[config.mk]
export PLATFORM = sky130hd
export DESIGN_NAME = mult_div_unit
export DESIGN_NICKNAME = d
export VERILOG_FILES = /design/src/rtl/mult_div_unit.sv
export SDC_FILE = /design/constraint.sdc
export NUM_CORES = 1
export LEC_CHECK = 0
export ABC_AREA = 1
export CORE_ASPECT_RATIO = 1.75
export CORE_UTILIZATION = 58
export DETAILED_ROUTE_END_ITERATION = 10
export GPL_TIMING_DRIVEN = 0
export PLACE_DENSITY = 0.86
export SKIP_LAST_GASP = 1
export SYNTH_ARGS = -nofsm -noshare
export SYNTH_HDL_FRONTEND = slang
export SYNTH_SLANG_ARGS = --single-unit
export TNS_END_PERCENT = 10
[constraint.sdc]
create_clock -name clk -period 4.45 [get_ports clk]
set_input_delay 0.89 -clock clk [delete_from_list [all_inputs] [get_ports clk]]
set_output_delay 0.89 -clock clk [all_outputs]
set_load 0.02 [all_outputs]
[src/rtl/mult_div_unit.sv]
// Iterative 32x32 multiply/divide unit producing HI/LO results.
// One radix-2 step per clock: shift-add for MULTU/MULT, restoring
// shift-subtract for DIVU/DIV, both on operand magnitudes. A final
// FIX cycle applies sign correction and loads hi/lo.
// Ports:
//   clk, rst (async, active low)
//   start, op[1:0], src_a, src_b  - request and operands
//   busy, done                    - status (done is a one-cycle pulse)
//   hi, lo                        - result registers
//   div_by_zero                   - sticky until the next accepted start
module mult_div_unit #(
  parameter int unsigned WIDTH = 32
) (
  input  logic             clk,
  input  logic             rst,
  input  logic             start,
  input  logic [1:0]       op,
  input  logic [WIDTH-1:0] src_a,
  input  logic [WIDTH-1:0] src_b,
  output logic             busy,
  output logic             done,
  output logic [WIDTH-1:0] hi,
  output logic [WIDTH-1:0] lo,
  output logic             div_by_zero
);

  localparam int unsigned CW = $clog2(WIDTH);
  localparam int unsigned PW = 2 * WIDTH;

  typedef enum logic [1:0] {IDLE, CALC, FIX, DONE} state_t;

  state_t           state;
  state_t           next_state;
  logic             accept_c;

  logic [CW-1:0]    count;
  logic             div_q;
  logic             neg_a_q;
  logic             neg_b_q;
  logic [WIDTH-1:0] a_q;
  logic [WIDTH-1:0] mag_a_q;
  logic [WIDTH-1:0] mag_b_q;
  logic [WIDTH-1:0] acc_hi;
  logic [WIDTH-1:0] acc_lo;

  logic             in_neg_a_c;
  logic             in_neg_b_c;
  logic [WIDTH-1:0] in_mag_a_c;
  logic [WIDTH-1:0] in_mag_b_c;

  logic [WIDTH:0]   mul_sum_c;
  logic [WIDTH:0]   div_shift_c;
  logic             div_ge_c;
  logic [WIDTH-1:0] div_sub_c;

  logic             zero_b_c;
  logic [WIDTH-1:0] fix_hi_c;
  logic [WIDTH-1:0] fix_lo_c;

  // Operand magnitudes at acceptance; op[0] selects signed interpretation.
  assign in_neg_a_c = op[0] & src_a[WIDTH-1];
  assign in_neg_b_c = op[0] & src_b[WIDTH-1];
  assign in_mag_a_c = in_neg_a_c ? (~src_a + WIDTH'(1)) : src_a;
  assign in_mag_b_c = in_neg_b_c ? (~src_b + WIDTH'(1)) : src_b;

  // Multiply step: conditionally add the multiplicand, then shift {acc_hi,acc_lo} right.
  assign mul_sum_c = {1'b0, acc_hi} + (acc_lo[0] ? {1'b0, mag_a_q} : '0);

  // Divide step: shift the next dividend bit into the partial remainder and trial-subtract.
  // When the trial succeeds the difference is below the divisor, so WIDTH bits suffice.
  assign div_shift_c = {acc_hi, acc_lo[WIDTH-1]};
  assign div_ge_c    = (div_shift_c >= {1'b0, mag_b_q});
  assign div_sub_c   = div_shift_c[WIDTH-1:0] - mag_b_q;

  assign zero_b_c = (mag_b_q == '0);

  // Sign correction applied in FIX.
  always_comb begin
    fix_hi_c = acc_hi;
    fix_lo_c = acc_lo;
    if (div_q) begin
      if (zero_b_c) begin
        fix_hi_c = a_q;
        fix_lo_c = '1;
      end else begin
        if (neg_a_q ^ neg_b_q) fix_lo_c = ~acc_lo + WIDTH'(1);
        if (neg_a_q)           fix_hi_c = ~acc_hi + WIDTH'(1);
      end
    end else if (neg_a_q ^ neg_b_q) begin
      {fix_hi_c, fix_lo_c} = ~{acc_hi, acc_lo} + PW'(1);
    end
  end

  // Next-state logic. DONE also accepts a start so the edge leaving DONE can launch a new op.
  always_comb begin
    next_state = state;
    accept_c   = 1'b0;
    case (state)
      IDLE: begin
        if (start) begin
          next_state = CALC;
          accept_c   = 1'b1;
        end
      end
      CALC: begin
        if (count == CW'(WIDTH - 1)) next_state = FIX;
      end
      FIX: begin
        next_state = DONE;
      end
      DONE: begin
        if (start) begin
          next_state = CALC;
          accept_c   = 1'b1;
        end else begin
          next_state = IDLE;
        end
      end
      default: begin
        next_state = IDLE;
      end
    endcase
  end

  // State register with registered status outputs.
  always_ff @(posedge clk or negedge rst) begin
    if (!rst) begin
      state <= IDLE;
      busy  <= 1'b0;
      done  <= 1'b0;
    end else begin
      state <= next_state;
      busy  <= (next_state != IDLE);
      done  <= (next_state == DONE);
    end
  end

  // Operand latch, iteration datapath and result registers.
  always_ff @(posedge clk or negedge rst) begin
    if (!rst) begin
      count       <= '0;
      div_q       <= 1'b0;
      neg_a_q     <= 1'b0;
      neg_b_q     <= 1'b0;
      a_q         <= '0;
      mag_a_q     <= '0;
      mag_b_q     <= '0;
      acc_hi      <= '0;
      acc_lo      <= '0;
      hi          <= '0;
      lo          <= '0;
      div_by_zero <= 1'b0;
    end else if (accept_c) begin
      count       <= '0;
      div_q       <= op[1];
      neg_a_q     <= in_neg_a_c;
      neg_b_q     <= in_neg_b_c;
      a_q         <= src_a;
      mag_a_q     <= in_mag_a_c;
      mag_b_q     <= in_mag_b_c;
      acc_hi      <= '0;
      acc_lo      <= op[1] ? in_mag_a_c : in_mag_b_c;
      div_by_zero <= 1'b0;
    end else if (state == CALC) begin
      count <= count + CW'(1);
      if (div_q) begin
        acc_hi <= div_ge_c ? div_sub_c : div_shift_c[WIDTH-1:0];
        acc_lo <= {acc_lo[WIDTH-2:0], div_ge_c};
      end else begin
        acc_hi <= mul_sum_c[WIDTH:1];
        acc_lo <= {mul_sum_c[0], acc_lo[WIDTH-1:1]};
      end
    end else if (state == FIX) begin
      hi          <= fix_hi_c;
      lo          <= fix_lo_c;
      div_by_zero <= div_q & zero_b_c;
    end
  end

endmodule

==> impl_metrics.csv, run 1 <==
group,metric,value,unit
floorplan,row_count,90,
clock_network,cts_hold_buf,0,
logic_synthesis,netlist_top_cells_area,"dfrtp_1 29%, nand2_1 20%, inv_1 8.5%, nand3_1 7.0%, nor2_1 6.8%",
placed_design,gp_congestion,1.13,
logic_synthesis,yosysUniqueCellTypes,53,
clock_network,root_buffer,"clkbuf_16",
placed_design,dp_hpwl,76.1,mm
floorplan,initial_utilization,59.3,%
logic_synthesis,synth_mux_area_share,0,%
logic_synthesis,synth_largest_area_cell,"dfrtp_1",
global_route,grt.overflow.total,19,
clock_network,cts_resized,0,
floorplan,die_width,144,µm
logic_synthesis,synthArstFlopShare,100,%
logic_synthesis,syn_nets,3518,
logic_synthesis,synth-edff-count,0,
logic_synthesis,yosysWarnings,0,
logic_synthesis,synth_compound_area_share,12.4,%
logic_synthesis,ys_ff_latch,236,
clock_network,cts_setup_buffers,0,
placed_design,port_buffers,134,
logic_synthesis,ys_seq_area_share,28.7,%
logic_synthesis,yosys-top-cells-count,"1090 x nand2_1, 468 x inv_1, 370 x nor2_1",
clock_network,cts_buffer_depth,3,
logic_synthesis,synth_flop_cell,"dfrtp_1",
logic_synthesis,synth.most_common_cell,"nand2_1",
global_route,grt_pass1_wl,154,mm
logic_synthesis,synth_top_area_share,28.7,%
clock_network,numCtsBuffers,25,
logic_synthesis,netlist_area,20600,µm²
global_route,gr-usage-all-layers,58.7,%
logic_synthesis,syn_inst,3373,
status,stop_stage,"5_1_grt",
global_route,grt_max_degree,97,
status,status,"did not finish",
floorplan,dieHeight,251,µm
logic_synthesis,synth_adder_area_share,4.70,%
logic_synthesis,synth_top_family_by_area,"simple AND/OR/NAND/NOR gates",
floorplan,io_pins,136,
logic_synthesis,avgSynthCellArea,6.10,µm²
global_route,grt_pass1_vias,24800,
status,error,"[ERROR GRT-0116] Global routing finished with congestion. Check the congestion regions in the DRC Viewer.",
logic_synthesis,synth-simple-area-share,38.5,%
logic_synthesis,synth_xor_area_share,4.34,%
placed_design,dp_slack,935,ps
clock_network,htree_num_levels,1,
clock_network,cts_sinks,236,
-- per-stage QoR --
step	cells	instance area [µm²]
2_1_floorplan	3373	20600
4_1_cts	4014	23400
3_5_place_dp	3969	22500
3_3_place_gp	3967	22500
-- layer usage --
metal | GRT usage (%) | overflow
met2 | 84.1 | 8
met4 | 57.9 | 11
met3 | 24.1 | 0
met1 | 63.8 | 0
met5 | 0 | 0
-- cell families after synthesis --
kind of cell,Yosys count
compound gates,471
xor+xnor,102
fa+ha+maj,76
buf+inv,598
flops,236
simple gates,1890
==> run 2, diff against run 1 <==
--- a/config.mk
+++ b/config.mk
@@ -6,11 +6,10 @@
 export NUM_CORES = 1
 export LEC_CHECK = 0
 export ABC_AREA = 1
-export CORE_ASPECT_RATIO = 1.75
-export CORE_UTILIZATION = 58
+export CORE_UTILIZATION = 40
 export DETAILED_ROUTE_END_ITERATION = 10
 export GPL_TIMING_DRIVEN = 0
-export PLACE_DENSITY = 0.86
+export PLACE_DENSITY_LB_ADDON = 0.15
 export SKIP_LAST_GASP = 1
 export SYNTH_ARGS = -nofsm -noshare
 export SYNTH_HDL_FRONTEND = slang
==> run 2 against run 1 <==
  * The run now ends clean
  * Area after synthesis did not move
  * Synthesized cell count is the same
==> impl_metrics.csv, run 2 <==
group,metric,value,unit
status,status,"complete, no violations",
clock_network,cts_hold_buf,0,
logic_synthesis,synth.most_common_cell,"nand2_1",
logic_synthesis,yosys-top-cells-count,"1090 x nand2_1, 468 x inv_1, 370 x nor2_1",
logic_synthesis,synth_flop_cell,"dfrtp_1",
clock_network,numCtsBuffers,30,
worst_setup_path,r2r_slack,1080,ps
hold_path,hold_path.class,"in2async",
worst_setup_path,crit_start,"acc_lo[0]$_DFFE_PN0P_",
pwr,switchingPower,11.9,mW
placed_design,placed_cells,4181,
sta,max_freq,296,MHz
placed_design,port_buffers,134,
pwr,p_leak,12.3,nW
pwr,p_per_area,884,nW/µm²
layout,final_common_cell,"nand2_1",
layout,regArea,5910,µm²
worst_setup_path,r2r-end,"acc_hi[21]$_DFFE_PN0P_",
logic_synthesis,netlist_area,20600,µm²
worst_setup_path,crit_path_start_kind,"flip-flop",
pwr,pwr-share-clk,12.8,%
placed_design,dp_hpwl,79.1,mm
floorplan,die_width,229,µm
logic_synthesis,synth_largest_area_cell,"dfrtp_1",
sta,finalHoldViolCount,0,
worst_setup_path,cp.required,4910,ps
drt,drtIter0Drc,2714,
logic_synthesis,synth-edff-count,0,
clock_network,root_buffer,"clkbuf_16",
clock_network,insertion_delay,600,ps
drt,wl,96.7,mm
placed_design,placement.cell_area,22800,µm²
logic_synthesis,ys_seq_area_share,28.7,%
worst_setup_path,worstSetupEndpoint,"acc_hi[21]$_DFFE_PN0P_",
clock_network,htree_num_levels,1,
drt,vias,23400,
global_route,grt_max_degree,94,
floorplan,row_count,82,
worst_setup_path,crit_buf_inv,4,
worst_setup_path,crit_top_cell,"nand2_1",
pwr,comb_power_share,66.3,%
clock_network,cts_buffer_depth,3,
logic_synthesis,syn_nets,3518,
sta,rsz0062_at_grt,"false",
floorplan,coreArea,50500,µm²
logic_synthesis,yosysWarnings,0,
sta,slew_headroom,30.1,%
logic_synthesis,synth_top_area_share,28.7,%
drt,vias_per_cell,5.53,
worst_setup_path,crit_slowest_cell,"fa_1",
drt,drc,0,
drt,wl_per_cell,22.8,µm
global_route,grt.overflow.total,0,
global_route,grt_pass1_wl,142,mm
logic_synthesis,ys_ff_latch,236,
layout,nets,3686,
layout,fill_cells,5547,
sta,final-max-slew-violation-count,0,
sta,finClkSkew,32.7,ps
clock_network,cts_tree,"yes",
floorplan,initial_utilization,40.7,%
logic_synthesis,netlist_top_cells_area,"dfrtp_1 29%, nand2_1 20%, inv_1 8.5%, nand3_1 7.0%, nor2_1 6.8%",
global_route,antenna_found_initial,1,
sta,min_period_over_period,75.8,%
worst_setup_path,cp_max_fo,10,
global_route,gr-usage-all-layers,36.4,%
worst_setup_path,path_cells,"buf_2 > buf_1 > nand2_1 > inv_1 > ha_1 > inv_1 > fa_1 > o21ai_1 > nand2_1 > nand2_1 > nand2_1 > nand2_1 > nand2_1 > nand3_1 > nand3_1 > nand3_1 > nand2_1",
logic_synthesis,avgSynthCellArea,6.10,µm²
logic_synthesis,synthArstFlopShare,100,%
layout,final_cells,4237,
worst_setup_path,endpoint_kind,"flip-flop",
worst_setup_path,critical_path_arrival,3840,ps
layout,final_layout_size_suffix_gt1_share,4.49,%
worst_setup_path,cp.depth,17,
layout,multi_input_area,12300,µm²
clock_network,cts_resized,0,
floorplan,dieHeight,229,µm
drt,drtAntennaViolNets,0,
placed_design,gp_congestion,1.05,
logic_synthesis,yosysUniqueCellTypes,53,
pwr,irDropWorstVdd,0.415,mV
layout,final_cell_mix,"1090 x nand2_1, 468 x inv_1, 370 x nor2_1",
clock_network,clk_pin_slew,60,ps
worst_setup_path,critical-path-top-delay-family,"simple AND/OR/NAND/NOR gates",
sta,worstMarginPinSlew,1050,ps
layout,final_area,23900,µm²
clock_network,cts_setup_buffers,0,
pwr,p_sw_share,56.5,%
logic_synthesis,syn_inst,3373,
floorplan,die_area,52300,µm²
drt,drt_first_pass_iters,5,
floorplan,io_pins,136,
sta,period_needed,3370,ps
worst_setup_path,r2r-start,"acc_lo[0]$_DFFE_PN0P_",
pwr,p_int,9.18,mW
layout,area_delta_synth_final,16.2,%
pwr,p_seq_share,20.8,%
global_route,grt_pass1_vias,21700,
layout,fin_util,47.3,%
job,drv_cap,0,
worst_setup_path,slowest_delay,420,ps
worst_setup_path,path_class,"reg2reg",
sta,finalSetupViolCount,0,
worst_setup_path,ff2ff_path_depth,17,
clock_network,cts_sinks,236,
[run 2: cell counts after synthesis]
Identical to the previous run, type by type.
[run 2: area by class of cell]
type / instances / area share [%]
Sequential cell: 236 / 24.7
Multi-Input combinational cell: 2539 / 51.6
Inverter: 491 / 7.71
Clock buffer: 41 / 3.66
Clock inverter: 14 / 0.869
Antenna cell: 1 / 0.0105
Buffer: 107 / 2.05
Timing Repair Buffer: 136 / 5.87
Tap cell: 672 / 3.52
[run 2: worst register-to-register path, stage by stage (launching register included)]
cell and delay [ps]:
dfrtp_1 310, buf_2 280, buf_1 360, nand2_1 90
inv_1 70, ha_1 260, inv_1 80, fa_1 420
o21ai_1 410, nand2_1 140, nand2_1 140, nand2_1 60
nand2_1 140, nand2_1 100, nand3_1 80, nand3_1 140
nand3_1 150, nand2_1 60
[run 2: worst min path at each step]
stage | startpoint | endpoint | slack, ps | cells after the start
detailed placement | mag_a_q[29]$_DFFE_PN0P_ | mag_a_q[29]$_DFFE_PN0P_ | 470 | 2
floorplan | a_q[7]$_DFFE_PN0P_ | a_q[7]$_DFFE_PN0P_ | 440 | 2
global route | rst | lo[6]$_DFFE_PN0P_ | 240 | 1
finish | rst | lo[6]$_DFFE_PN0P_ | 210 | 1
global placement | mag_a_q[10]$_DFFE_PN0P_ | mag_a_q[10]$_DFFE_PN0P_ | 460 | 2
CTS | rst | lo[6]$_DFFE_PN0P_ | 220 | 1
[run 2: kinds of logic after synthesis]
| kind of cell | share of synthesized area, % |
|---|---|
| and+or+nand+nor | 38.5 |
| buffers and inverters | 11.3 |
| AOI/OAI and AO/OA | 12.4 |
| DFF | 28.7 |
| xor gates and xnor gates | 4.34 |
| adders and majority gates | 4.70 |
[run 2: stage by stage]
stage,TNS (ps),worst slack (ps),power [mW],hold WS (ps)
floorplan,0,1960,12.8,442
finish,0,1080,21.1,210
global placement,-1871720,-7980,18.0,465
detailed placement,0,782,18.0,467
global route,0,914,22.6,244
CTS,0,1200,20.7,218
[run 2: metal layers]
layer  GRT usage [%]  vias to the layer above  wire length (µm)
met2            54.7                     1132             40800
met1            52.3                    11000             43300
met4            16.9                        2              5000
met3            3.61                      214              7550
met5               0                        -                12
li1                -                    11100                 -
[run 2: power by group through the flow]
stage,Clock (mW),Sequential [mW],Combinational (mW)
after global routing,2.80,4.46,15.3
after global placement,0,4.39,13.6
after CTS,2.71,4.36,13.7
after floorplan,0,4.21,8.56
final,2.71,4.40,14.0
after detailed placement,0,4.39,13.6
No activity file was read; power rests on OpenSTA's default activity.
==> RTL change: new RTL, config.mk and constraints of run 2 <==
Re-encode `state_t` (4 states) as one-hot, 4 bits wide.
--- a/src/rtl/mult_div_unit.sv
+++ b/src/rtl/mult_div_unit.sv
@@ -29,3 +29,3 @@
 
-  typedef enum logic [1:0] {IDLE, CALC, FIX, DONE} state_t;
+  typedef enum logic [3:0] {IDLE = 4'b0001, CALC = 4'b0010, FIX = 4'b0100, DONE = 4'b1000} state_t;
 
Formal check against the unedited RTL: same outputs for any inputs over 10 cycles, from zero or initial values and one cycle with rst low; not proved beyond that.
==> RTL change against run 2 <==
- combinational power decreased by 18%
- highest routed layer unchanged
- power decreased by 15%
- critical endpoint is now acc_hi[29]
- sequential cell count increased by 2
- largest cell class unchanged
- routed wire length decreased by 3.9%
- count of clock-buffer cells in the layout unchanged
- area after synthesis about the same
- design area about the same
- via count decreased by 0.70%
- worst setup slack improved by 0.30 ns
- largest power group unchanged
- non-clock buffer count increased by 1
- clock skew decreased by 0.0013 ns
- clock power decreased by 2%
==> RTL change: results (changes against run 2) <==
Placed design
  • PortBufs: 135 (was 134)
  • Dpl ws: 0.9544 ns (was 0.7817 ns)
  • Inst Count DP: 4,124 (was 4,181)
  • Hpwl dp: 76,680 um (was 79,110 um)

Route
  • DR pass1 iterations: 6 (was 5)
  • Vias per cell: 5.572 (was 5.533)
  • Post-Route WL: 92,880 um (was 96,680 um)

Synth
  • Mean Syn Cell Area: 6.200 sq um (was 6.096 sq um)
  • Adder-cell share of the synthesized area: 4.456% (was 4.697%)
  • Compound-cell area share of the yosys netlist: 12.98% (was 12.41%)
  • Seq/Total Area, Yosys: 28.98% (was 28.72%)
  • Post-synthesis xor/xnor area fraction: 4.432% (was 4.344%)
  • Synth top area cells: dfrtp_1, nand2_1, inv_1 (unchanged)
  • Most frequent cells after synthesis: nand2_1, inv_1, nor2_1 (unchanged)

Outcome
  • Status: finished clean (unchanged)

Finish
  • # diodes: 0 (was 1)
  • Layout Nets: 3,625 (was 3,686)
  • Fin area: 0.02388 sq mm (was 0.02389 sq mm)
  • Fin cells: 4,178 (was 4,237)
  • # fillers: 5,394 (was 5,547)

GRT
  • All-Layer GR Usage: 34.67% (was 36.39%)
  • Number of global-route vias before repair: 21,030 (was 21,740)

STA
  • Clock skew: 0.03137 ns (was 0.03270 ns)
  • Slew HR: 27.69% (was 30.11%)

Power
  • LEAKAGE: 12.20 nW (was 12.27 nW)
-- RTL change: final timing paths --
check	start	slack [ns]	depth (start not counted)	end
worst min register to register	count[3]	0.47	1	count[3]
worst max-delay path	acc_hi[0]	1.38	15	acc_hi[29]
min in group clk	count[3]	0.47	1	count[3]
worst max register to register	acc_hi[0]	1.38	15	acc_hi[29]
max in group asynchronous	rst	2.93	3	state[2]
worst min-delay path	rst	0.26	1	acc_hi[22]
-- RTL change: per-layer routing --
metal  global-route usage (%)  share of wire, %  up-vias
li1                         -                 -    10920
met1                    48.42                43    10880
met5                        0             0.014        -
met4                    13.46               4.7        2
met2                    52.09                42     1280
met3                    7.260                11      206
-- RTL change: critical path: stages, from the launching register on --
cell and delay (ns):
dfrtp_1 0.60, ha_1 0.36, inv_1 0.09, fa_1 0.41, inv_1 0.14, nand3_1 0.11, nand3_1 0.23, nand2_1 0.09
nand2_1 0.20, nand3_1 0.13, nand2_1 0.15, nand2_1 0.09, nand3_1 0.08, nand3_1 0.12, nand3_1 0.11, nand2_1 0.05
-- RTL change: power by group --
part / total [W] / switching (W) / leakage, nW / internal, W
Combinational: 0.0115 / 0.00813 / 8.58 / 0.00338
Clock: 0.00265 / 0.00105 / 0.531 / 0.00160
Sequential: 0.00387 / 0.00100 / 3.09 / 0.00287
-- RTL change: layout make-up --
type,count,share of cell area (%)
inverters,462,7.269
plain buffers,107,2.510
clock buffers,41,3.653
well taps,672,3.522
repair buffers,137,5.911
multi-input cells,2508,51.36
clock inverters,13,0.8280
flip-flops and latches,238,24.95
